File: src/rtl/keccak_arb.sv
// Two-requester round-robin front end for a keccak core: words pass straight through in STREAM (zero latency),
// the core's buffer_full backpressures the granted requester, and everyone else sees stall until re-arbitration.
module keccak_arb (
  input  logic         clk,
  input  logic         reset_n,
  input  logic [1:0]   rq_req,
  input  logic [1:0]   rq_valid,
  input  logic [63:0]  rq_data,
  input  logic [1:0]   rq_last,
  input  logic [3:0]   rq_byte_num,
  output logic [1:0]   rq_grant,
  output logic [1:0]   rq_stall,
  output logic [1:0]   rq_done,
  output logic [511:0] digest,
  output logic         core_reset,
  output logic [31:0]  core_in,
  output logic         core_in_ready,
  output logic         core_is_last,
  output logic [1:0]   core_byte_num,
  input  logic         core_buffer_full,
  input  logic [511:0] core_out,
  input  logic         core_out_ready
);

  typedef enum logic [2:0] {
    S_IDLE   = 3'd0,
    S_CLR    = 3'd1,
    S_STREAM = 3'd2,
    S_WAIT   = 3'd3,
    S_DONE   = 3'd4
  } state_t;

  state_t         state_q, state_d;
  logic           gnt_q, gnt_d;
  logic           last_srv_q, last_srv_d;
  logic [7:0]     wdog_q, wdog_d;
  logic [511:0]   digest_q, digest_d;
  logic           crst_q, crst_d;

  logic [1:0]     gnt_oh;
  logic [31:0]    sel_data;
  logic [1:0]     sel_bn;
  logic           sel_valid;
  logic           sel_last;
  logic           sel_req;

  assign gnt_oh    = gnt_q ? 2'b10 : 2'b01;
  assign sel_data  = gnt_q ? rq_data[63:32] : rq_data[31:0];
  assign sel_bn    = gnt_q ? rq_byte_num[3:2] : rq_byte_num[1:0];
  assign sel_valid = rq_valid[gnt_q];
  assign sel_last  = rq_last[gnt_q];
  assign sel_req   = rq_req[gnt_q];

  always_ff @(posedge clk or negedge reset_n) begin
    if (!reset_n) begin
      state_q    <= S_IDLE;
      gnt_q      <= 1'b0;
      last_srv_q <= 1'b1;
      wdog_q     <= 8'd0;
      digest_q   <= '0;
      crst_q     <= 1'b1;
    end else begin
      state_q    <= state_d;
      gnt_q      <= gnt_d;
      last_srv_q <= last_srv_d;
      wdog_q     <= wdog_d;
      digest_q   <= digest_d;
      crst_q     <= crst_d;
    end
  end

  always_comb begin
    state_d       = state_q;
    gnt_d         = gnt_q;
    last_srv_d    = last_srv_q;
    wdog_d        = 8'd0;
    digest_d      = digest_q;
    crst_d        = 1'b0;
    rq_grant      = 2'b00;
    rq_stall      = 2'b11;
    rq_done       = 2'b00;
    core_in       = 32'd0;
    core_in_ready = 1'b0;
    core_is_last  = 1'b0;
    core_byte_num = 2'd0;

    case (state_q)
      S_IDLE: begin
        if (|rq_req) begin
          // On a tie the requester not served last wins.
          gnt_d   = (&rq_req) ? ~last_srv_q : rq_req[1];
          state_d = S_CLR;
        end
      end
      S_CLR: begin
        rq_grant = gnt_oh;
        state_d  = S_STREAM;
      end
      S_STREAM: begin
        rq_grant          = gnt_oh;
        rq_stall[gnt_q]   = core_buffer_full;
        core_in           = sel_data;
        core_is_last      = sel_last;
        core_byte_num     = sel_bn;
        core_in_ready     = sel_valid & ~core_buffer_full;
        if (!sel_req) begin
          // Abandoned message: scrub the core on the way back to IDLE.
          crst_d  = 1'b1;
          state_d = S_IDLE;
        end else if (core_in_ready && sel_last) begin
          state_d = S_WAIT;
        end
      end
      S_WAIT: begin
        rq_grant = gnt_oh;
        if (core_out_ready) begin
          digest_d = core_out;
          state_d  = S_DONE;
        end else if (wdog_q == 8'd254) begin
          state_d = S_IDLE;
        end else begin
          wdog_d = wdog_q + 8'd1;
        end
      end
      S_DONE: begin
        rq_grant   = gnt_oh;
        rq_done    = gnt_oh;
        last_srv_d = gnt_q;
        state_d    = S_IDLE;
      end
      default: begin
        state_d = S_IDLE;
      end
    endcase
  end

  assign core_reset = crst_q | (state_q == S_CLR);
  assign digest     = digest_q;

endmodule

File: config.mk
export PLATFORM = sky130hd
export DESIGN_NAME = keccak_arb
export DESIGN_NICKNAME = d
export VERILOG_FILES = /design/src/rtl/keccak_arb.sv
export SDC_FILE = /design/constraint.sdc
export NUM_CORES = 1
export LEC_CHECK = 0
export CORE_AREA = 2 2 445 447
export CTS_CLUSTER_SIZE = 25
export DETAILED_ROUTE_END_ITERATION = 16
export DIE_AREA = 0 0 447 449
export HOLD_SLACK_MARGIN = 0.02
export PLACE_DENSITY = 0.37
export SYNTH_ARGS = -nofsm -noshare
export SYNTH_HDL_FRONTEND = slang
export SYNTH_SLANG_ARGS = --single-unit
File: constraint.sdc
create_clock -name clk -period 1.9 [get_ports clk]
set_input_delay 0.19 -clock clk [delete_from_list [all_inputs] [get_ports clk]]
set_output_delay 0.19 -clock clk [all_outputs]
set_load 0.1 [all_outputs]
Word-level counts from Yosys, hierarchy flattened
Index checks and enable logic that the tools add are counted.

Register bits after elaboration: 526. Input bits: 590. Output and inout bits: 555.

Eq/ne operators: 8. Add/subtract/negate cells: 1. Mux-type cells: 30. Magnitude comparators: 2. Bitwise logic cells: 6. Reduce and logical (&&, ||, !) cells: 9.

Operator list (number): two-way mux 32 bit (2); two-way mux 8 bit (3); two-way mux 3 bit (5); two-way mux 1 bit (12); two-way mux 2 bit (6); one-hot mux 3 bit (4 select lines) (1); adder 8 x 1 -> 8 bit, second input constant (1); == test 8 bit, second input constant (1); == test 3 x 2 -> 1 bit, second input constant (2); != test 3 bit, second input constant (2); AND reduction 2 bit (3); OR reduction 4 bit (1); == test 3 x 1 -> 1 bit, second input constant (1); == test 3 bit, second input constant (1); zero test 3 bit (1); AND reduction 3 bit (1); logical AND 1 bit (2); < comparator 1 x 2 -> 1 bit, second input constant (1); != test 2 bit, second input constant (1); NOT 1 bit (2); NOT 2 bit (1); OR 2 bit (1); OR reduction 2 bit (1); AND 1 bit (1); 3 further kinds (3).

Longest topological paths before layout
Gate-level depths: netlist (run 1).

Depth in word-level cells: 7. Gate-level depth with buffers: 6. Mapped depth without buffers: 5.

Least setup slack after synthesis (run 1)
OpenSTA, ideal clock, no wires.

Kind: register -> output. Start: reg state_q[2]. End: out core_in_ready. Arrival time: 3.118 ns. Stages on the path, launching flop included: 5. Path buffers: 2. Slack: -1.408 ns. Required time: 1.710 ns. Path through: dfrtp_1 -> buf_6 -> or3b_1 -> buf_2 -> nor3_1.

Longest elaborated chain between the ends: 2.

RTL lines: start, declared (line 33) `state_t state_q, state_d;`; start signal, assigned (line 63) `state_q <= state_d;`; == test 3 x 2 -> 1 bit (line 87) `case (state_q)`; two-way mux 1 bit (line 87); end, declared (line 17) `output logic core_in_ready,`.

No other way between the ends.

Final worst setup path (run 1)
Start: reg state_q[2]. End: out core_byte_num[0].

Longest elaborated chain between the ends: 2.

RTL lines: == test 3 x 2 -> 1 bit (line 87); two-way mux 2 bit (line 87); end, declared (line 19) `output logic [1:0] core_byte_num,`.

No other way between the ends.

==> results.md, run 1 <==
- Minimum clock period: between 2 and 2.5 ns
- Slew headroom: between 60% and 70%
- Hold WS: roughly 0.11 ns
- Syn Std Cell Area: about 23,000 um^2
- Number of distinct library cells after synthesis: 37
- Max H-tree Level: 3
- Run status: finished, violations left
- Crit Path Max Fanout: 10
- Port Buf Inserts: roughly 1,100
- R2r startpoint: state_q[2]
- Register clock-pin slew on the reported worst setup and hold paths: around 0.060 ns
- EDFF count, synth: 0
- Nets: ~3,200
- Failing checks: setup timing
- CTS Buf Count: between 70 and 80
- Yosys top cell by area: dfrtp_1
- Setup Skew: 0.0501 ns
- Crit path launch type: register
- Commonest non-fill, non-tap cell in the layout: clkdlybuf4s50_1
- Slew Limit Fails: 0
- # DRC: 0
- I/O Pins: 1,145
- M2 GR Usage: roughly a fifth
- Routed len/inst: 24.1 um
- Initial antenna violation count: 31
- Crit path from: state_q[2]
- Final-report hold violation count: 0
- Skew-Pair Late Insertion Delay: around 0.7 ns
- P&R area growth vs syn: 86.7%
- Drt first pass iters: 4
- Seq/Total Area, Yosys: between 50 and 60%
- Max clock buf depth: 3
- Die W: roughly 450 um
- Remaining antenna violation count: 0
- Root buf cell: clkbuf_16
- FFs w/ async S/R, synth: 100%
- FF-to-FF path depth: 9
- Fmax: ~400 MHz
- Vias: roughly 16,000
- DPL Wire Length: roughly 99,000 um
- Vias in the first global route: 17,200
- Fill cells: 21,000
- WP data arrival: 2.29 ns
- Yosys top cell area share: ~58%
- Syn avg cell area: between 15 and 20 um^2
- RR Endpoint: digest[108]
- Drt initial violations: between 700 and 800
- Post-Synthesis Cells: roughly 1,200
- Routability-driven placement congestion ratio: roughly 0.8
- Starting Density: a little under an eighth
- Total grt overflow: 0
- Worst EP required: around 1.7 ns
- Max Cap Violations: 0
- Crit path kind: register to output pin
- Gr usage total: between 10% and 20%
- Vias per cell: 3.05
- Tcrit/Tclk final: 131%
- Met1 Usage GRT: approximately 15%
- R2R setup slack: -0.31 ns
- DRT Wirelength: 128,000 um
- Flops & latches, synth: between 500 and 600
- Largest net degree at the start of global routing: between 60 and 70
- GR Util met3: slightly below 4%
- Capturing element type of the critical path: output pin
- Setup-failing EPs final: approximately 560
- Die Y: between 400 and 500 um
- Die ar.: between 200,000 and 250,000 um^2
- Prevailing post-synth register cell: dfrtp_1
- # rows: 163
- Mapped Nets: about 1,800
- CTS sink cnt: ~530
- TritonCTS clock tree: yes
- Commonest cells after routing, fill and taps aside: clkdlybuf4s50_1, dfrtp_1, buf_4
- Yosys warning total: 0
- Most Crowded Layer GR: met2
- Core Region: a little under 200,000 um^2
- First-pass GRT wire length: 166,000 um
- Worst slew pin tran: around 0.53 ns
- RSZ-0062 raised after global routing: true
- Fin worst setup slack: -0.580 ns
- Hold Crit Class: primary input to register
- CP endpoint: core_byte_num[0]
- Top cells by area, synth: dfrtp_1, mux2_4, buf_12, mux2_2, mux2i_1
- Layout cells sized above 1: about 52%
-- critical path: stages (launching register included) --
cell	delay, ns
dfrtp_2	0.41
buf_6	0.12
or3b_4	0.40
buf_12	0.15
buf_12	0.15
nor2_4	0.16
buf_12	0.20
-- cells in the mapped netlist (all sizes together), types with 2 or more instances --
master / number
nor3: 3
dfrtp: 524
nor2: 45
a21oi: 3
o21ai: 6
clkbuf: 2
dfstp: 2
or3: 5
mux2: 513
buf: 65
nand3: 4
and4b: 2
ha: 2
xor2: 2
mux2i: 36
nand2b: 2
nand2: 7
and3: 2
-- metrics by stage --
stage	cell area [um^2]	instances	setup WS, ns	setup TNS [ns]	util, %
after CTS	41600	5290	-0.708	-111.39	21.2
after detailed placement	37200	5039	-0.191	-58.12	19.0
after global placement	37200	5039	-0.179	-51.26	19.0
final	42400	5324	-0.580	-119.88	21.6
after floorplan	22900	1238	-0.324	-4.91	-
after global routing	42400	5320	-0.681	-154.10	21.6
-- how the worst min path moves through the flow --
stage | startpoint | endpoint | slack, ns | cells past startpoint
global placement | reset_n | digest[422] | 0.12 | 1
CTS | core_out[490] | digest[490] | 0.02 | 2
detailed placement | reset_n | digest[422] | 0.12 | 1
floorplan | reset_n | digest[0] | -0.11 | 0
finish | core_out[319] | digest[319] | 0.11 | 2
global route | core_out[231] | digest[231] | 0.05 | 2
-- area by class of cell --
class / instances / area [um^2] / share of cell area [%]
well taps: 2640 / 3300 / 7.80
inverters: 1 / 3.75 / 0.00886
flip-flops and latches: 526 / 13200 / 31.1
clock inverters: 27 / 330 / 0.780
repair buffers: 1375 / 14700 / 34.6
clock buffers: 103 / 2060 / 4.86
multi-input cells: 644 / 8820 / 20.8
diodes: 8 / 20.0 / 0.0472
-- flip-flops by register name, indices dropped and copies added, names as in the netlist --
signal	flops
wdog_q	8
last_srv_q	1
state_q	3
gnt_q	1
digest	512
crst_q	1
-- cells by family (layout without fill, tap and decap cells) --
logic type | Yosys count | after routing | synth area share (%)
muxes | 549 | 549 | 34.8
DFF | 526 | 526 | 58.0
and+or+nand+nor | 76 | 76 | 1.58
buffers and inverters | 68 | 1506 | 5.02
AOI/OAI and AO/OA | 14 | 14 | 0.380
xor gates and xnor gates | 3 | 3 | 0.116
adders and majority gates | 2 | 2 | 0.110
other | 0 | 8 | 0
-- metal layers --
| layer | share of wire [%] | vias to the layer above |
|---|---|---|
| li1 | - | 7184 |
| met1 | 42 | 8291 |
| met2 | 49 | 614 |
| met3 | 7.6 | 129 |
| met4 | 1.8 | 2 |
| met5 | 0.010 | - |
-- timing repair --
action,4_1_cts,5_1_grt
setup buffers,33,12
cloned,25,24
pin swaps,6,11
endpoints found under the hold margin,444,0
gates resized for setup,93,72
hold buffers,64,0
setup endpoints to repair,403,554
Power of run 1 is left out: the tool's default activity adds up to more than one toggle a clock period on the data nets, which glitch-free logic cannot reach.
==> run 2: changes to the inputs <==
==> config.mk (replaced) <==
export PLATFORM = sky130hd
export DESIGN_NAME = keccak_arb
export DESIGN_NICKNAME = d
export VERILOG_FILES = /design/src/rtl/keccak_arb.sv
export SDC_FILE = /design/constraint.sdc
export NUM_CORES = 1
export LEC_CHECK = 0
export CORE_AREA = 2 2 451 453
export CTS_CLUSTER_SIZE = 25
export DETAILED_ROUTE_END_ITERATION = 16
export DIE_AREA = 0 0 453 455
export HOLD_SLACK_MARGIN = 0.02
export PLACE_DENSITY = 0.38
export SYNTH_ARGS = -nofsm -noshare
export SYNTH_HDL_FRONTEND = slang
export SYNTH_SLANG_ARGS = --single-unit
==> constraint.sdc (replaced) <==
create_clock -name clk -period 2.2 [get_ports clk]
set_input_delay 0.22 -clock clk [delete_from_list [all_inputs] [get_ports clk]]
set_output_delay 0.22 -clock clk [all_outputs]
set_load 0.1 [all_outputs]
==> results.md, run 2 (synthesis results as in run 1) <==
- Cells along the critical path: or3b_4 > buf_12 > buf_16 > nor2_4 > buf_12
- Register clock-pin slew on the reported worst setup and hold paths: 0.06 ns (about the same)
- Failing checks: setup timing
- Max H-tree Level: 3 (unchanged)
- Fmax: roughly 400 MHz
- Initial antenna violation count: 67 (+120%)
- Hold Crit Class: primary input to register
- Crit Path Max Fanout: 7 (-3)
- DPL Wire Length: 109,000 um (+10%)
- CTS sink cnt: 526 (unchanged)
- Core Region: 201,000 um^2 (+2.6%)
- Tcrit/Tclk final: 114%
- Root buf cell: clkbuf_16
- Setup Skew: 0.0247 ns (-0.0254 ns)
- Run status: finished, violations left
- # rows: 165 (+1.2%)
- DRT Wirelength: 131,000 um (+1.7%)
- Commonest non-fill, non-tap cell in the layout: clkdlybuf4s50_1
- Drt initial violations: 654 (-13%)
- Slew Limit Fails: 0 (unchanged)
- Die Y: 455 um (+1.3%)
- Slowest-stage cell, CP: or3b_4
- Worst slew pin tran: 0.729 ns (+0.204 ns)
- Layout Cells excl Fill: 5,234 (-1.7%)
- Max clock buf depth: 3 (unchanged)
- Starting Density: 11.3% (-0.29 points)
- CP most frequent cell: buf_12
- WP data arrival: 2.29 ns (about the same)
- Skew-Pair Late Insertion Delay: 0.68 ns (-0.02 ns)
- Hold WS: 0.145 ns (+0.0378 ns)
- Routed len/inst: 25.0 um (+3.5%)
- Largest register FFs: 512 (unchanged)
- Post-Place Cells: 5,066 (+0.54%)
- Placed instance area: 36,700 um^2 (-1.4%)
- Commonest cells after routing, fill and taps aside: clkdlybuf4s50_1, buf_4, dfrtp_1
- Drt first pass iters: 4 (unchanged)
- CTS Buf Count: 75 (+1.4%)
- Remaining antenna violation count: 0 (unchanged)
- Fin worst setup slack: -0.312 ns (+0.268 ns)
- Nets: 3,078 (-4.2%)
- First-pass GRT wire length: 168,000 um (+0.99%)
- Die W: 453 um (+1.3%)
- P&R area growth vs syn: 74.2%
- Crit path launch type: register
- RSZ-0062 raised after global routing: true
- Gr usage total: 12.2% (about the same)
- Worst EP required: 1.98 ns (+0.27 ns)
- Slew headroom: 51.2% (-14 points)
- I/O Pins: 1,145 (unchanged)
- # DRC: 0 (unchanged)
- CP peak stage delay: 0.45 ns (+0.04 ns)
- Die ar.: 206,000 um^2 (+2.7%)
- Vias in the first global route: 16,500 (-4.1%)
- Total grt overflow: 0 (unchanged)
- Layout cells sized above 1: 52.4% (about the same)
- Port Buf Inserts: 1,144 (unchanged)
- Routability-driven placement congestion ratio: 0.807 (-2.1%)
- Vias per cell: 2.99 (-1.9%)
- Setup-failing EPs final: 38 (-93%)
- Post-route cell area: 39,500 um^2 (-6.7%)
- Largest net degree at the start of global routing: 77 (+18%)
- Crit path kind: register to output pin
- Capturing element type of the critical path: output pin
- Vias: 15,600 (-3.6%)
- Max Cap Violations: 0 (unchanged)
- Final-report hold violation count: 0 (unchanged)
- Minimum clock period: between 2 and 3 ns
- TritonCTS clock tree: yes
[run 2: stage by stage]
step	utilization [%]	setup TNS [ns]	worst slack, ns
finish	19.6	-7.34	-0.312
global route	19.6	-11.66	-0.390
CTS	19.6	-13.74	-0.417
detailed placement	18.2	0	0.0601
global placement	18.2	0	0.0736
floorplan	-	-4.08	-0.378
[run 2: worst paths after layout]
check | from | slack (ns) | to | depth (start not counted)
worst max-delay path | state_q[0] | -0.31 | core_in[24] | 5
worst min-delay path | core_out[395] | 0.15 | digest[395] | 2
worst max register to register | state_q[2] | 0.18 | digest[362] | 6
worst min register to register | wdog_q[0] | 0.49 | wdog_q[0] | 1
max in group asynchronous | reset_n | 0.17 | digest[29] | 4
min in group asynchronous | reset_n | 0.60 | digest[41] | 3
[run 2: final cells by class]
class                           instances  area (um^2)
Fill cell                           21800       162000
Sequential cell                       526        13200
Timing Repair Buffer                 1238        11800
Multi-Input combinational cell        644         8690
Tap cell                             2672         3340
Clock buffer                          103         2140
Clock inverter                         30          294
Antenna cell                           20         50.0
Inverter                                1         3.75
[run 2: what timing repair did]
item	4_1_cts	5_1_grt
gates resized for setup	33	15
setup buffers	9	2
gates cloned	3	0
pin swaps	14	13
hold buffers	3	0
hold endpoints to repair	466	0
endpoints found under the setup margin	41	41
[run 2: layer usage]
metal / share of wire, % / global-route usage (%) / vias to the layer above
met1: 38 / 13.8 / 7818
met5: 0 / 0 / -
met3: 9.3 / 5.09 / 208
met2: 50 / 21.3 / 674
met4: 2.5 / 2.76 / 0
li1: - / - / 6941
[run 2: critical path, delay by kind of cell (launching register included)]
family	cells	cell delay (ns)
AND/OR/NAND/NOR	2	0.65
flip-flops	1	0.41
buffers and inverters	3	0.52
Power of run 2 is left out for the same reason.
==> run 3: changes to the inputs <==
--- a/config.mk
+++ b/config.mk
@@ -11,6 +11,8 @@
 export DIE_AREA = 0 0 453 455
 export HOLD_SLACK_MARGIN = 0.02
 export PLACE_DENSITY = 0.38
+export SKIP_CTS_REPAIR_TIMING = 1
 export SYNTH_ARGS = -nofsm -noshare
 export SYNTH_HDL_FRONTEND = slang
 export SYNTH_SLANG_ARGS = --single-unit
+export TNS_END_PERCENT = 10
==> constraint.sdc (replaced) <==
create_clock -name clk -period 2.2 [get_ports clk]
set_input_delay 0.22 -clock clk [delete_from_list [all_inputs] [get_ports clk]]
set_output_delay 0.22 -clock clk [all_outputs]
set_load 0.005 [all_outputs]
==> results.md, run 3 (synthesis results as in run 1) <==
- Run status: finished, violations left
- First-pass GRT wire length: 162,000 um (-3.5%)
- Final-report hold violation count: 0 (unchanged)
- FF/Latch Area: 13,200 um^2 (about the same)
- CP most frequent cell: buf_6
- M2 GR Usage: 19.4% (-1.9 points)
- Skew-Pair Late Insertion Delay: 0.70 ns (+0.02 ns)
- Failing checks: setup timing
- Die W: 453 um (unchanged)
- Port Buf Inserts: 1,144 (unchanged)
- Die Y: 455 um (unchanged)
- Drt first pass iters: 4 (unchanged)
- Nets: 3,084 (+0.19%)
- Commonest cells after routing, fill and taps aside: clkdlybuf4s50_1, dfrtp_1, mux2_4
- CP peak stage delay: 0.51 ns (+0.06 ns)
- Crit Path Max Fanout: 3 (-4)
- Core Region: 201,000 um^2 (unchanged)
- CTS Buf Count: 77 (+2.7%)
- # DRC: 0 (unchanged)
- DPL Wire Length: 104,000 um (-4.9%)
- TritonCTS clock tree: yes
- Routed len/inst: 24.1 um (-3.5%)
- Slew headroom: 49.1% (-2.1 points)
- Starting Density: 11.3% (unchanged)
- Initial antenna violation count: 70 (+4.5%)
- GR Util met3: 4.73% (-0.36 points)
- Largest net degree at the start of global routing: 52 (-32%)
- Worst EP required: 1.98 ns (about the same)
- WP data arrival: 2.24 ns (-0.05 ns)
- Capturing element type of the critical path: output pin
- Total grt overflow: 0 (unchanged)
- Routability-driven placement congestion ratio: 0.833 (+3.2%)
- Vias: 15,600 (-0.083%)
- Cell family with most CP delay: simple AND/OR/NAND/NOR gates
- Vias per cell: 2.98 (-0.22%)
- Max clock buf depth: 3 (unchanged)
- Tcrit/Tclk final: 112% (-2.6 points)
- Layout cells sized above 1: 31.2% (-21 points)
- Hold WS: 0.130 ns (-0.0157 ns)
- P&R area growth vs syn: 77.8%
- Area of the multi-input gates: 8520 um^2 (-1.9%)
- Worst slew pin tran: 0.764 ns (+0.0343 ns)
- Slew Limit Fails: 0 (unchanged)
- I/O Pins: 1,145 (unchanged)
- Fill cells: 21,600 (-0.78%)
- Vias in the first global route: 16,500 (-0.28%)
- # rows: 165 (unchanged)
- Most Crowded Layer GR: met2
- Layout Cells excl Fill: 5,241 (+0.13%)
- Crit path kind: register to output pin
- Setup-failing EPs final: 39 (+2.6%)
- Hold Crit Class: primary input to register
- Drt initial violations: 609 (-6.9%)
- Fmax: 407 MHz (+2.3%)
- WP buf/inv: 2 (-1)
- Lkg Pwr: 0.0167 uW
- Pwr per Cell Area: 1420 nW/um^2
- RSZ-0062 raised after global routing: true
- Root buf cell: clkbuf_16
- Remaining antenna violation count: 0 (unchanged)
- Minimum clock period: 2.46 ns (-0.0568 ns)
- Largest register FFs: 512 (unchanged)
- Crit path launch type: register
- Max H-tree Level: 3 (unchanged)
- Commonest non-fill, non-tap cell in the layout: clkdlybuf4s50_1
- Die ar.: 206,000 um^2 (unchanged)
- Slowest-stage cell, CP: or3b_4
- Met1 Usage GRT: 13.9% (+0.10 points)
- Setup Skew: 0.0495 ns (+0.0248 ns)
- Max Cap Violations: 0 (unchanged)
- Post-Place Cells: 5,066 (unchanged)
- Peak supply drop: ~0.63 mV
- Fin worst setup slack: -0.255 ns (+0.0568 ns)
- CTS sink cnt: 526 (unchanged)
- Register clock-pin slew on the reported worst setup and hold paths: 0.06 ns (about the same)
- Total power: 57,200 uW
- Gr usage total: 11.6% (-0.56 points)
- DRT Wirelength: 126,000 um (-3.4%)
- Cells along the critical path: or3b_4 > buf_6 > or3_4 > buf_6
[run 3: changes by cell type in the layout (fill, tap and decap cells not counted), sizes merged]
cell / change
clkbuf: +25
buf: -532
bufinv: +3
or3b: +1
dlygate4sd3: -2
diode: -3
clkinvlp: -4
dlymetal6s2s: +6
clkdlybuf4s50: +513
clkinv: +1
inv: -1
[run 3: cell type report]
class | count | share of cell area [%]
well taps | 2672 | 8.29
flip-flops and latches | 526 | 32.6
repair buffers | 1241 | 31.2
diodes | 17 | 0.105
clock inverters | 29 | 1.14
multi-input cells | 645 | 21.1
inverters | 1 | 0.00930
clock buffers | 110 | 5.48
[run 3: routing by layer]
metal	vias to the layer above	wire, um
met5	-	0
met4	0	2800
met3	205	11200
li1	6934	-
met1	7830	51000
met2	659	61200
[run 3: final timing paths]
kind / slack [ns] / cells past startpoint / start / endpoint
setup / recovery: -0.26 / 4 / state_q[0] / rq_stall[0]
hold / removal: 0.13 / 2 / core_out[176] / digest[176]
setup reg to reg: 0.12 / 5 / state_q[2] / digest[361]
hold reg to reg: 0.50 / 1 / wdog_q[0] / wdog_q[0]
max in group asynchronous: 1.14 / 3 / reset_n / digest[509]
min in group asynchronous: 0.17 / 2 / reset_n / digest[391]
[run 3: metrics by stage]
| stage | util [%] | setup slack (ns) | setup TNS, ns | area, um^2 |
|---|---|---|---|---|
| 2_1_floorplan | - | 0.567 | 0 | 22700 |
| 3_3_place_gp | 18.6 | 0.0157 | 0 | 37300 |
| 3_5_place_dp | 18.6 | 0.0293 | 0 | 37300 |
| 4_1_cts | 19.9 | -0.670 | -22.80 | 40000 |
| 5_1_grt | 20.0 | -0.380 | -9.91 | 40300 |
| 6_report | 20.0 | -0.255 | -4.78 | 40300 |
[run 3: power breakdown]
group	total [uW]	internal [uW]	leakage, uW	switching [uW]
clock	13200	7800	0.00129	5390
sequential	18200	14600	0.00632	3680
combinational	25800	17200	0.00904	8650
total	57200	39500	0.0167	17700
Note: power is estimated with default switching activity, not from simulation.
